### src/rtl/spi_link_pkg.sv
// Frame definition for the register-access link.
// Shared by the SPI host master and the miner-side SPI slave.
package spi_link_pkg;

    localparam int FRAME_BITS    = 16;
    localparam int CMD_WRITE_BIT = 7;
    localparam int ADDR_W        = 7;
    localparam int DATA_W        = 8;

    typedef enum logic [2:0] {
        ST_IDLE,
        ST_SETUP,
        ST_SHIFT,
        ST_HOLD,
        ST_GAP
    } spi_state_e;

    // Byte 0 is {write, addr}. Byte 1 carries the write data, or zeros for a read.
    function automatic logic [FRAME_BITS-1:0] build_frame(
        input logic              write,
        input logic [ADDR_W-1:0] addr,
        input logic [DATA_W-1:0] wdata
    );
        logic [DATA_W-1:0] cmd_byte;
        logic [DATA_W-1:0] data_byte;
        cmd_byte                = '0;
        cmd_byte[ADDR_W-1:0]    = addr;
        cmd_byte[CMD_WRITE_BIT] = write;
        data_byte               = write ? wdata : '0;
        return {cmd_byte, data_byte};
    endfunction

endpackage

### src/rtl/spi_sclk_gen.sv
// SCLK generator for the SPI host master.
// While enabled, SCLK alternates between HALF_PERIOD clocks low and HALF_PERIOD
// clocks high, starting with the low phase. The strobes flag the last clock of
// each phase, so the edge that follows is the SCLK transition.
module spi_sclk_gen #(
    parameter int HALF_PERIOD = 4
) (
    input  logic clk,
    input  logic rst_n,
    input  logic en,
    output logic sclk,
    output logic rise_next,
    output logic fall_next
);

    localparam logic [7:0] PHASE_LAST = 8'(HALF_PERIOD - 1);

    logic [7:0] phase_cnt_reg;
    logic       sclk_reg;
    logic       phase_end;

    assign phase_end = en && (phase_cnt_reg == 8'd0);
    assign rise_next = phase_end && !sclk_reg;
    assign fall_next = phase_end && sclk_reg;
    assign sclk      = sclk_reg;

    // Phase down-counter: reload at each phase boundary, park low and reloaded when disabled.
    always_ff @(posedge clk or negedge rst_n) begin
        if (!rst_n) begin
            phase_cnt_reg <= PHASE_LAST;
            sclk_reg      <= 1'b0;
        end else if (!en) begin
            phase_cnt_reg <= PHASE_LAST;
            sclk_reg      <= 1'b0;
        end else if (phase_cnt_reg == 8'd0) begin
            phase_cnt_reg <= PHASE_LAST;
            sclk_reg      <= ~sclk_reg;
        end else begin
            phase_cnt_reg <= phase_cnt_reg - 8'd1;
        end
    end

endmodule

### src/rtl/spi_host_master.sv
// SPI mode-0 host master.
// Sends one 16-bit register-access frame per request and returns the byte
// captured on MISO during the data byte. It also synchronises the client IRQ line.
module spi_host_master
    import spi_link_pkg::*;
#(
    parameter int HALF_PERIOD = 4,
    parameter int CS_SETUP    = 2,
    parameter int CS_HOLD     = 2,
    parameter int CS_GAP      = 4
) (
    input  logic              CLK,
    input  logic              RESET_N,
    input  logic              req_valid,
    output logic              req_ready,
    input  logic              req_write,
    input  logic [ADDR_W-1:0] req_addr,
    input  logic [DATA_W-1:0] req_wdata,
    output logic              rsp_valid,
    output logic [DATA_W-1:0] rsp_rdata,
    output logic              busy,
    output logic              SCSN_toClient,
    output logic              SCLK_toClient,
    output logic              MOSI_toClient,
    input  logic              MISO_fromClient,
    input  logic              IRQ_OUT_fromClient,
    output logic              irq_sync
);

    localparam logic [7:0] SETUP_LAST = 8'(CS_SETUP - 1);
    localparam logic [7:0] HOLD_LAST  = 8'(CS_HOLD - 1);
    localparam logic [7:0] GAP_LAST   = 8'(CS_GAP - 1);
    localparam logic [3:0] BIT_FIRST  = 4'(FRAME_BITS - 1);
    localparam logic [3:0] DATA_BITS  = 4'(DATA_W);

    spi_state_e            state_reg;
    logic [7:0]            timer_reg;
    logic [3:0]            bit_cnt_reg;
    logic                  final_bit_reg;
    logic [FRAME_BITS-1:0] tx_reg;
    logic [DATA_W-1:0]     rx_reg;
    logic                  scsn_reg;
    logic                  mosi_reg;
    logic                  busy_reg;
    logic                  req_ready_reg;
    logic                  rsp_valid_reg;
    logic [DATA_W-1:0]     rsp_rdata_reg;
    logic [1:0]            irq_pipe_reg;

    logic                  shift_en;
    logic                  sclk_rise_next;
    logic                  sclk_fall_next;
    logic [FRAME_BITS-1:0] req_frame;

    assign req_frame = build_frame(req_write, req_addr, req_wdata);
    assign shift_en  = (state_reg == ST_SHIFT);

    spi_sclk_gen #(
        .HALF_PERIOD (HALF_PERIOD)
    ) u_sclk_gen (
        .clk       (CLK),
        .rst_n     (RESET_N),
        .en        (shift_en),
        .sclk      (SCLK_toClient),
        .rise_next (sclk_rise_next),
        .fall_next (sclk_fall_next)
    );

    // Frame sequencer: chip-select timing, MOSI shifting, MISO capture and the response.
    always_ff @(posedge CLK or negedge RESET_N) begin
        if (!RESET_N) begin
            state_reg     <= ST_IDLE;
            timer_reg     <= 8'd0;
            bit_cnt_reg   <= 4'd0;
            final_bit_reg <= 1'b0;
            tx_reg        <= '0;
            rx_reg        <= '0;
            scsn_reg      <= 1'b1;
            mosi_reg      <= 1'b0;
            busy_reg      <= 1'b0;
            req_ready_reg <= 1'b1;
            rsp_valid_reg <= 1'b0;
            rsp_rdata_reg <= '0;
        end else begin
            rsp_valid_reg <= 1'b0;
            case (state_reg)
                ST_IDLE: begin
                    if (req_valid && req_ready_reg) begin
                        tx_reg        <= req_frame;
                        mosi_reg      <= req_frame[FRAME_BITS-1];
                        bit_cnt_reg   <= BIT_FIRST;
                        final_bit_reg <= 1'b0;
                        scsn_reg      <= 1'b0;
                        busy_reg      <= 1'b1;
                        req_ready_reg <= 1'b0;
                        timer_reg     <= SETUP_LAST;
                        state_reg     <= ST_SETUP;
                    end
                end
                ST_SETUP: begin
                    if (timer_reg == 8'd0) begin
                        state_reg <= ST_SHIFT;
                    end else begin
                        timer_reg <= timer_reg - 8'd1;
                    end
                end
                ST_SHIFT: begin
                    // Mark the final bit at its rising edge.
                    // The closing falling edge then leaves SHIFT on a single flag.
                    if (sclk_rise_next) begin
                        final_bit_reg <= (bit_cnt_reg == 4'd0);
                    end
                    if (sclk_fall_next) begin
                        // MISO is stable for the whole high phase, so sample it on the last high clock.
                        if (bit_cnt_reg < DATA_BITS) begin
                            rx_reg <= {rx_reg[DATA_W-2:0], MISO_fromClient};
                        end
                        if (final_bit_reg) begin
                            timer_reg <= HOLD_LAST;
                            state_reg <= ST_HOLD;
                        end else begin
                            bit_cnt_reg <= bit_cnt_reg - 4'd1;
                            mosi_reg    <= tx_reg[bit_cnt_reg - 4'd1];
                        end
                    end
                end
                ST_HOLD: begin
                    if (timer_reg == 8'd0) begin
                        scsn_reg      <= 1'b1;
                        rsp_valid_reg <= 1'b1;
                        rsp_rdata_reg <= rx_reg;
                        timer_reg     <= GAP_LAST;
                        state_reg     <= ST_GAP;
                    end else begin
                        timer_reg <= timer_reg - 8'd1;
                    end
                end
                ST_GAP: begin
                    if (timer_reg == 8'd0) begin
                        busy_reg      <= 1'b0;
                        req_ready_reg <= 1'b1;
                        state_reg     <= ST_IDLE;
                    end else begin
                        timer_reg <= timer_reg - 8'd1;
                    end
                end
                default: begin
                    state_reg <= ST_IDLE;
                end
            endcase
        end
    end

    // Two-flop synchroniser for the asynchronous client interrupt. It runs independently of the FSM.
    always_ff @(posedge CLK or negedge RESET_N) begin
        if (!RESET_N) begin
            irq_pipe_reg <= 2'b00;
        end else begin
            irq_pipe_reg <= {irq_pipe_reg[0], IRQ_OUT_fromClient};
        end
    end

    assign req_ready     = req_ready_reg;
    assign busy          = busy_reg;
    assign rsp_valid     = rsp_valid_reg;
    assign rsp_rdata     = rsp_rdata_reg;
    assign SCSN_toClient = scsn_reg;
    assign MOSI_toClient = mosi_reg;
    assign irq_sync      = irq_pipe_reg[1];

endmodule

### config.mk
export PLATFORM = sky130hd
export DESIGN_NAME = spi_host_master
export DESIGN_NICKNAME = d
export VERILOG_FILES = /design/src/rtl/spi_link_pkg.sv /design/src/rtl/spi_sclk_gen.sv /design/src/rtl/spi_host_master.sv
export SDC_FILE = /design/constraint.sdc
export NUM_CORES = 1
export LEC_CHECK = 0
export CORE_ASPECT_RATIO = 1.2
export CORE_UTILIZATION = 50
export DETAILED_ROUTE_END_ITERATION = 8
export GPL_TIMING_DRIVEN = 0
export PLACE_DENSITY_LB_ADDON = 0.1
export SYNTH_ARGS = -nofsm -noshare
export SYNTH_HDL_FRONTEND = slang
export SYNTH_HIERARCHICAL = 1
export SYNTH_SLANG_ARGS = --single-unit
export TNS_END_PERCENT = 30
### constraint.sdc
create_clock -name CLK -period 3 [get_ports CLK]
set_clock_uncertainty 0.1 [all_clocks]
set_input_delay 0.45 -clock CLK [delete_from_list [all_inputs] [get_ports CLK]]
set_output_delay 0.45 -clock CLK [all_outputs]
set_load 0.01 [all_outputs]
### Word-level counts from Yosys, hierarchy flattened

Index checks and enable logic that the tools add are counted.

* flip-flop bits (word level): 64
* input port bits: 21
* output and inout port bits: 15
* word-level logic and storage cells: 97

* add/subtract/negate cells: 3
* $lt $le $gt $ge: 2
* equal/unequal tests: 14
* muxes and demuxes: 39
* bitwise gates (word level): 1
* reductions and logical operators: 23

Operators by type and width (number)
* $mux W8: 8
* $pmux W8 S4: 1
* $ne A2 B2 Y1 const B: 10
* $mux W3: 6
* $logic_not A8 Y1: 2
* $sub A8 B1 Y8 const B: 2
* $pmux W3 S5: 1
* $mux W1: 13
* $mux W4: 3
* $reduce_and A3 Y1: 4
* $pmux W1 S2: 5
* $pmux W4 S2: 1
* $eq A3 B2 Y1 const B: 2
* $reduce_and A6 Y1: 1
* $reduce_bool A2 Y1: 3
* $lt A4 B5 Y1 const B: 1
* $reduce_and A5 Y1: 1
* $bmux W1 S4: 1
* $logic_and A1 B1 Y1: 4
* $logic_not A4 Y1: 1
* $lt A4 B4 Y1 const B: 1
* $reduce_and A2 Y1: 2
* $reduce_and A4 Y1: 1
* $reduce_bool A4 Y1: 1
* other kinds (7): 7

### Logic depth before layout (Yosys ltp)

Gate-level depths: netlist of run 1.

* depth in word-level cells: 6
* depth in mapped cells: 11
* depth with buffers taken out: 9

### Hierarchy

The synthesis of run 1 kept the hierarchy.

By module, submodules not included
* spi_host_master: instances 1, cells an instance 247, area each 2693.8 um^2, sequential area each 1378.8 um^2
* spi_sclk_gen: instances 1, cells an instance 51, area each 494.2 um^2, sequential area each 227.7 um^2

### Least setup slack after synthesis of run 1

No wires, ideal clock.

* path type: register to register
* start point: reg state_reg[2]
* end point: reg timer_reg[3]
* setup time: 0.079 ns
* data arrival time: 2.806 ns
* required time: 2.821 ns
* path slack: 0.015 ns
* stages on the path, launching flop included: 11
* path buffers: 4
* period minus slack after synthesis: 2.985 ns
* cells stage by stage: dfrtp_1 > clkbuf_1 > nor3b_1 > clkbuf_1 > clkbuf_1 > clkbuf_1 > and3_1 > and2_1 > o311ai_1 > a2111oi_0 > mux2i_1

* word-level cells in the longest chain between the ends: 5
* elaborated cells between the ends (all ways): 15
* classes of those cells: 8 x eq/ne; 1 x mux; 6 x reduce/logical

Ends and longest elaborated chain
* from (decl): RTL line spi_host_master.sv:36 `spi_state_e state_reg;`
* from (signal assigned): RTL line spi_host_master.sv:72 `state_reg <= ST_IDLE;`
* from (signal assigned): RTL line spi_host_master.sv:97 `state_reg <= ST_SETUP;`
* from (signal assigned): RTL line spi_host_master.sv:102 `state_reg <= ST_SHIFT;`
* $eq A3 B2 Y1: RTL line spi_host_master.sv:56 `assign shift_en = (state_reg == ST_SHIFT);`
* via shift_en: RTL line spi_host_master.sv:50 `logic shift_en;`
* $logic_and A1 B1 Y1: RTL line spi_sclk_gen.sv:22 `assign phase_end = en && (phase_cnt_reg == 8'd0);`
* $logic_and A1 B1 Y1: RTL line spi_sclk_gen.sv:24 `assign fall_next = phase_end && sclk_reg;`
* via sclk_fall_next: RTL line spi_host_master.sv:52 `logic sclk_fall_next;`
* $ne A2 B2 Y1 (no source line)
* $reduce_and A5 Y1 (no source line)
* to (signal assigned): RTL line spi_host_master.sv:104 `timer_reg <= timer_reg - 8'd1;`
* to (signal assigned): RTL line spi_host_master.sv:135 `timer_reg <= timer_reg - 8'd1;`
* to (signal assigned): RTL line spi_host_master.sv:144 `timer_reg <= timer_reg - 8'd1;`
* to (decl): RTL line spi_host_master.sv:37 `logic [7:0] timer_reg;`

The timed path passes the listed nets, and every way through them passes these cells.
A chain may end at the register's enable or synchronous reset.

### Final worst setup path of run 1

* start point: reg u_sclk_gen.phase_cnt_reg[0]
* end point: reg timer_reg[6]

* word-level cells in the longest chain between the ends: 5

Ends and longest elaborated chain
* from (decl): RTL line spi_sclk_gen.sv:18 `logic [7:0] phase_cnt_reg;`
* from (signal assigned): RTL line spi_sclk_gen.sv:39 `phase_cnt_reg <= phase_cnt_reg - 8'd1;`
* $logic_not A8 Y1: RTL line spi_sclk_gen.sv:22
* $logic_and A1 B1 Y1: RTL line spi_sclk_gen.sv:22
* $logic_and A1 B1 Y1: RTL line spi_sclk_gen.sv:24
* via sclk_fall_next: RTL line spi_host_master.sv:52
* $ne A2 B2 Y1 (no source line)
* $reduce_and A5 Y1 (no source line)

The timed path passes the listed nets, and every way through them passes these cells.

==> results of run 1 <==
## layer usage
metal  GRT usage (%)  vias to the layer above  wire, um  part of all wire [%]
li1                -                     1146         -                     -
met1            26.4                     1124      2860                    46
met2            32.8                       55      3020                    49
met3            3.49                        8       188                   3.0
met4            10.8                        0       112                   1.8
met5               0                        -         0                     0
## through the flow
step | cells | setup TNS, ns | cell area, sq um | total power [mW]
6_report | 428 | 0 | 3890 | 1.67
3_3_place_gp | 414 | -52.74 | 3630 | 0.929
4_1_cts | 428 | 0 | 3860 | 1.69
2_1_floorplan | 298 | 0 | 3190 | 0.885
3_5_place_dp | 414 | -6.65 | 3630 | 0.930
5_1_grt | 428 | -0.0213 | 3890 | 1.73
## power by group through the flow
stage | clock network (mW) | logic [mW] | registers (mW)
after floorplan | 0 | 0.00305 | 0.882
after global placement | 0 | 0.0474 | 0.882
after detailed placement | 0 | 0.0476 | 0.882
after CTS | 0.781 | 0.0475 | 0.865
after global routing | 0.810 | 0.0519 | 0.865
final | 0.761 | 0.0454 | 0.865
## logic make-up after synthesis
group / Yosys count / synth area share, %
compound gates: 49 / 10.9
xor+xnor: 5 / 1.37
mux: 30 / 12.2
buf+inv: 29 / 3.96
flops: 64 / 50.4
fa+ha+maj: 5 / 1.96
simple gates: 116 / 19.2
## worst min-delay path by stage
stage	start	to	slack, ns	depth (start not counted)
2_1_floorplan	RESET_N	MOSI_toClient$_DFFE_PN0P_	0.05	0
3_3_place_gp	irq_pipe_reg[0]$_DFF_PN0_	irq_pipe_reg[1]$_DFF_PN0_	0.23	0
3_5_place_dp	irq_pipe_reg[0]$_DFF_PN0_	irq_pipe_reg[1]$_DFF_PN0_	0.26	0
4_1_cts	RESET_N	timer_reg[6]$_DFFE_PN0P_	0.12	1
5_1_grt	RESET_N	rsp_rdata[7]$_DFFE_PN0P_	0.17	1
6_report	RESET_N	timer_reg[6]$_DFFE_PN0P_	0.08	1
## placed cells by master (no fill, tap or decap), drive strengths merged, types with 5 or more instances in the layout
master	netlist	routed
dfrtp	60	60
nand2	55	55
clkdlybuf4s50	0	33
clkbuf	13	21
mux2	16	16
inv	12	13
o21ai	13	13
nand3	12	12
nor2	11	11
mux2i	10	10
o21bai	6	6
nand3b	5	5
ha	5	5
nor3	5	5
buf	4	5
## synthesized netlist by cell type (all sizes together), types with 2 or more instances
cell type  instances  share of area [%]
a21boi             2               0.47
xor2               2               0.55
mux2              16                6.2
o21ai             13                2.2
and3               4               0.78
dfstp              4                3.3
nor2              11                1.3
nand2             55                6.5
inv               12                1.4
buf                4                1.0
or4b               2               0.75
nand3             12                1.9
nand2b             4               0.78
or4                2               0.47
a211oi             3               0.71
a21oi              4               0.63
clkbuf            13                1.5
o311ai             2               0.55
ha                 5                2.0
mux2i             10                3.1
a2111oi            4                1.1
a31oi              2               0.39
o211ai             2               0.47
or3                2               0.39
and2               4               0.78
o21bai             6                1.4
xnor2              3               0.82
a41oi              2               0.55
nor4b              2               0.75
nor3               5                1.3
mux4               4                2.8
dfrtp             60                 47
nor4               2               0.86
a21o               2               0.47
nor3b              2               0.47
nand3b             5                1.2
## repair_timing
item | 4_1_cts | 5_1_grt
pin swaps | 3 | 1
hold buffers | 0 | 0
hold endpoints to repair | 0 | 0
gates cloned | 0 | 0
resized for setup | 14 | 7
setup endpoints to repair | 22 | 9
## final cells by class
cell class,count,area share (%)
timing repair buffer,34,8.68
clock inverter,6,1.74
inverter,12,1.16
buffer,15,2.12
multi-input combinational,205,38.8
tap,82,2.64
sequential,64,41.4
clock buffer,10,3.54
==> metrics.txt, run 1 <==
Final setup viols 0; vias in the first global route 2,260; cell repeated most along the worst path and2_1; CTS tree built; Slew @ Worst Pin 0.783 ns; worst hold slack 0.0776 ns; minimum clock period 2.84 ns; Static Leak 1.80 nW; critical path depth 10; worst reg2reg path startpoint u_sclk_gen/phase_cnt_reg[0]$_DFF_PN1_; HP Class primary input to asynchronous set/reset pin; post-synth cell types 58; Seq pwr share 51.8%; nets@finish 367; Crit. Startpoint u_sclk_gen/phase_cnt_reg[0]$_DFF_PN1_; CP Launch Type flip-flop; max reg flops 16; Die Y 89.5 um; delay-heaviest family, CP simple AND/OR/NAND/NOR gates; Via density 5.45; worst slack, placed -0.657 ns; most used flip-flop cell after synthesis dfrtp_1; via count 2,333; area occupied by multi-input gates 1510 sq um; RR Endpoint timer_reg[6]$_DFFE_PN0P_; RePlAce Congestion 0.816; Initial Util 52.4%; CP peak stage delay 0.51 ns; largest net degree at the start of global routing 65; detailed-route DRC error count 0; first-pass GRT wire length 10.2 mm; RSZ-0062 raised after global routing yes; Syn Nets 324; internal power 1.30 mW; Tot GR Track Use 20.4%; clk_lat worst skew 0.34 ns; Setup crit end timer_reg[6]$_DFFE_PN0P_; Gate power share 2.7%; # IOs 36; Post-CTS Setup Inserts 0; CP Class flip-flop to flip-flop; Fmax achieved 352 MHz; NetSw 375 uW; CP Buf/Inv Count 2; Critical Path Fanout Max 10; fillers 531; Initial DRC Count 98; Yosys warnings 6; Req. time, crit path 3.11 ns; Reg area 1610 sq um; Final WS setup 0.160 ns; clock tree buffer depth 2; CP Cell Sequence inv_1 > ha_1 > nor4b_1 > and2_1 > and3_1 > and2_1 > o311ai_2 > clkbuf_2 > o21ai_0 > mux2i_1; Slew HR 47.8%; synthesis-stage register bit count 64; status complete, no violations; PD cells 430 nW/um^2; power share of the clock group 45.5%; utilization after layout 63.9%; ratio of cells with drive above 1 in the final layout 19.1%; Final Cycle Share 94.7%; Worst Setup End Kind flip-flop; post-route ant nets 0; Syn-to-layout area delta 22.1%; CP max stage cell nor4b_1; Die ar. 6700 sq um; switching share of total power 22.4%; std cell rows 31; Peak supply drop 303 uV; DP HPWL 4.20 mm; drt first pass iters 4; antenna cells 0; max-cap violations 0; Die Width 74.9 um; Async SR Flop Fraction 100%; Num CTS Buffers 9; Core Region 6090 sq um; wire per inst 14.4 um; Avg Cell Area, Syn 10.7 sq um; reg-to-reg setup timing slack 0.16 ns; Root Buffer clkbuf_8; synthesized area 3190 sq um; clk slew on worst S/H paths 0.07 ns; cell count after synthesis 298; H-Tree Depth 3; final hold violations 0; Port Buffers 34; post-synthesis sequential area ratio 50.4%; total gr overflow 0; CTS sink count 64; Post-synth EDFFs 0; FF-to-FF path depth 10; Slew Viols, Final 0; crit path DAT 2.95 ns; routed wire length 6.18 mm; antenna violations before repair 0
Note: power is estimated with default switching activity, not from simulation.
==> inputs of run 2 (changes only) <==
CORE_UTILIZATION = 24   (was 50)
==> metrics.txt, run 2 (same netlist as run 1, synthesis figures left out) <==
RePlAce Congestion 0.693; # IOs 36; DP HPWL 4.81 mm; Slew @ Worst Pin 0.842 ns; Num CTS Buffers 9; Syn-to-layout area delta 28.7%; Setup TNS Final 0 ns; clk_lat worst skew 0.33 ns; clock tree buffer depth 2; most frequent cells in the layout dfrtp_1, nand2_1, clkdlybuf4s50_1; Worst Setup End Kind flip-flop; Post-CTS Setup Inserts 0; Req. time, crit path 3.10 ns; PD cells 499 nW/um^2; Via density 4.58; Final WS setup 0.0950 ns; minimum clock period 2.90 ns; antenna violations before repair 0; largest net degree at the start of global routing 65; RSZ-0062 raised after global routing yes; ratio of cells with drive above 1 in the final layout 18.8%; post-route ant nets 0; CTS tree built; Slew HR 43.9%; std cell rows 45; Slew Viols, Final 0; routed wire length 7.13 mm; CP Class flip-flop to flip-flop; Setup crit end timer_reg[0]$_DFFE_PN0P_; wire per inst 14.0 um; worst hold slack 0.142 ns; HP Class primary input to asynchronous set/reset pin; total power 2.05 mW; drt first pass iters 4; final hold violations 0; status complete, no violations; Initial DRC Count 56; RR Endpoint timer_reg[0]$_DFFE_PN0P_; Port Buffers 34; vias in the first global route 2,443; clk slew on worst S/H paths 0.06 ns; worst reg2reg path startpoint state_reg[1]$_DFFE_PN0P_; Die ar. 13,800 sq um; Final setup viols 0; Crit. Startpoint state_reg[1]$_DFFE_PN0P_; reg-to-reg setup timing slack 0.1 ns; Tot GR Track Use 11.6%; total gr overflow 0; CP Launch Type flip-flop; Core Region 12,800 sq um; Fmax achieved 344 MHz; Die Y 128 um; Critical Path Fanout Max 10; Die Width 107 um; max-cap violations 0; detailed-route DRC error count 0; Static Leak 1.85 nW; Peak supply drop 224 uV; Initial Util 24.9%; Root Buffer clkbuf_16; leading cell type in the layout, fill and taps excluded dfrtp_1; hold buffers post-CTS 0; antenna cells 0; crit path DAT 3.01 ns; first-pass GRT wire length 12.2 mm; worst slack, placed -0.892 ns; nets@finish 367; CTS sink count 64; max reg flops 16; Final Cycle Share 96.8%; via count 2,335; H-Tree Depth 3; FF-to-FF path depth 10
[run 2: cell types whose count changed in the layout (fill, tap and decap cells not counted)]
cell / previous run / this run
clkbuf_16: 0 / 9
clkbuf_8: 10 / 1
clkbuf_2: 4 / 2
buf_2: 2 / 3
bufinv_16: 1 / 2
clkbuf_1: 6 / 7
clkbuf_4: 1 / 2
clkinv_4: 1 / 0
inv_6: 1 / 0
o311ai_2: 1 / 2
o311ai_4: 1 / 0
[run 2: per-stage QoR]
stage               instances  util (%)  cell area [sq um]
floorplan                 298         -               3190
global placement          496      29.2               3730
detailed placement        496      29.2               3730
CTS                       510      32.1               4100
global route              510      32.1               4100
finish                    510      32.1               4100
[run 2: area by class of cell]
type | count | area [sq um]
plain buffers | 15 | 85.1
clock buffers | 11 | 243
clock inverters | 5 | 80.1
fillers | 1317 | 8680
inverters | 12 | 45.0
multi-input cells | 205 | 1500
flip-flops and latches | 64 | 1610
well taps | 164 | 205
repair buffers | 34 | 338
[run 2: where the power goes]
group / switching (mW) / internal (mW) / total [mW]
sequential: 0.000782 / 0.866 / 0.867
combinational: 0.0230 / 0.0235 / 0.0465
clock: 0.385 / 0.748 / 1.13
total: 0.409 / 1.64 / 2.05
[run 2: worst min-delay path by stage]
stage / startpoint / end / slack, ns / depth (start not counted)
final: RESET_N / timer_reg[4]$_DFFE_PN0P_ / 0.14 / 1
after global placement: irq_pipe_reg[0]$_DFF_PN0_ / irq_pipe_reg[1]$_DFF_PN0_ / 0.23 / 0
after CTS: RESET_N / timer_reg[4]$_DFFE_PN0P_ / 0.18 / 1
after global routing: RESET_N / timer_reg[6]$_DFFE_PN0P_ / 0.23 / 1
after detailed placement: irq_pipe_reg[0]$_DFF_PN0_ / irq_pipe_reg[1]$_DFF_PN0_ / 0.23 / 0
after floorplan: RESET_N / MOSI_toClient$_DFFE_PN0P_ / 0.05 / 0
[run 2: worst max-delay path, stage by stage, from the launching register on]
cell	delay [ns]
dfrtp_1	0.36
buf_2	0.18
nor3b_2	0.18
clkbuf_4	0.19
clkbuf_2	0.18
clkbuf_4	0.20
and3_1	0.19
and2_1	0.20
o311ai_2	0.64
a21oi_1	0.19
mux2i_1	0.16
[run 2: what timing repair did]
item / CTS / global route
resized for setup: 19 / 3
hold endpoints to repair: 0 / 0
pin swaps: 3 / 1
setup endpoints to repair: 22 / 9
[run 2: per-layer routing]
layer	track usage [%]	share of wire (%)
met5	0	0
met2	19.3	48
met1	14.2	46
met3	2.90	4.3
met4	5.08	1.5
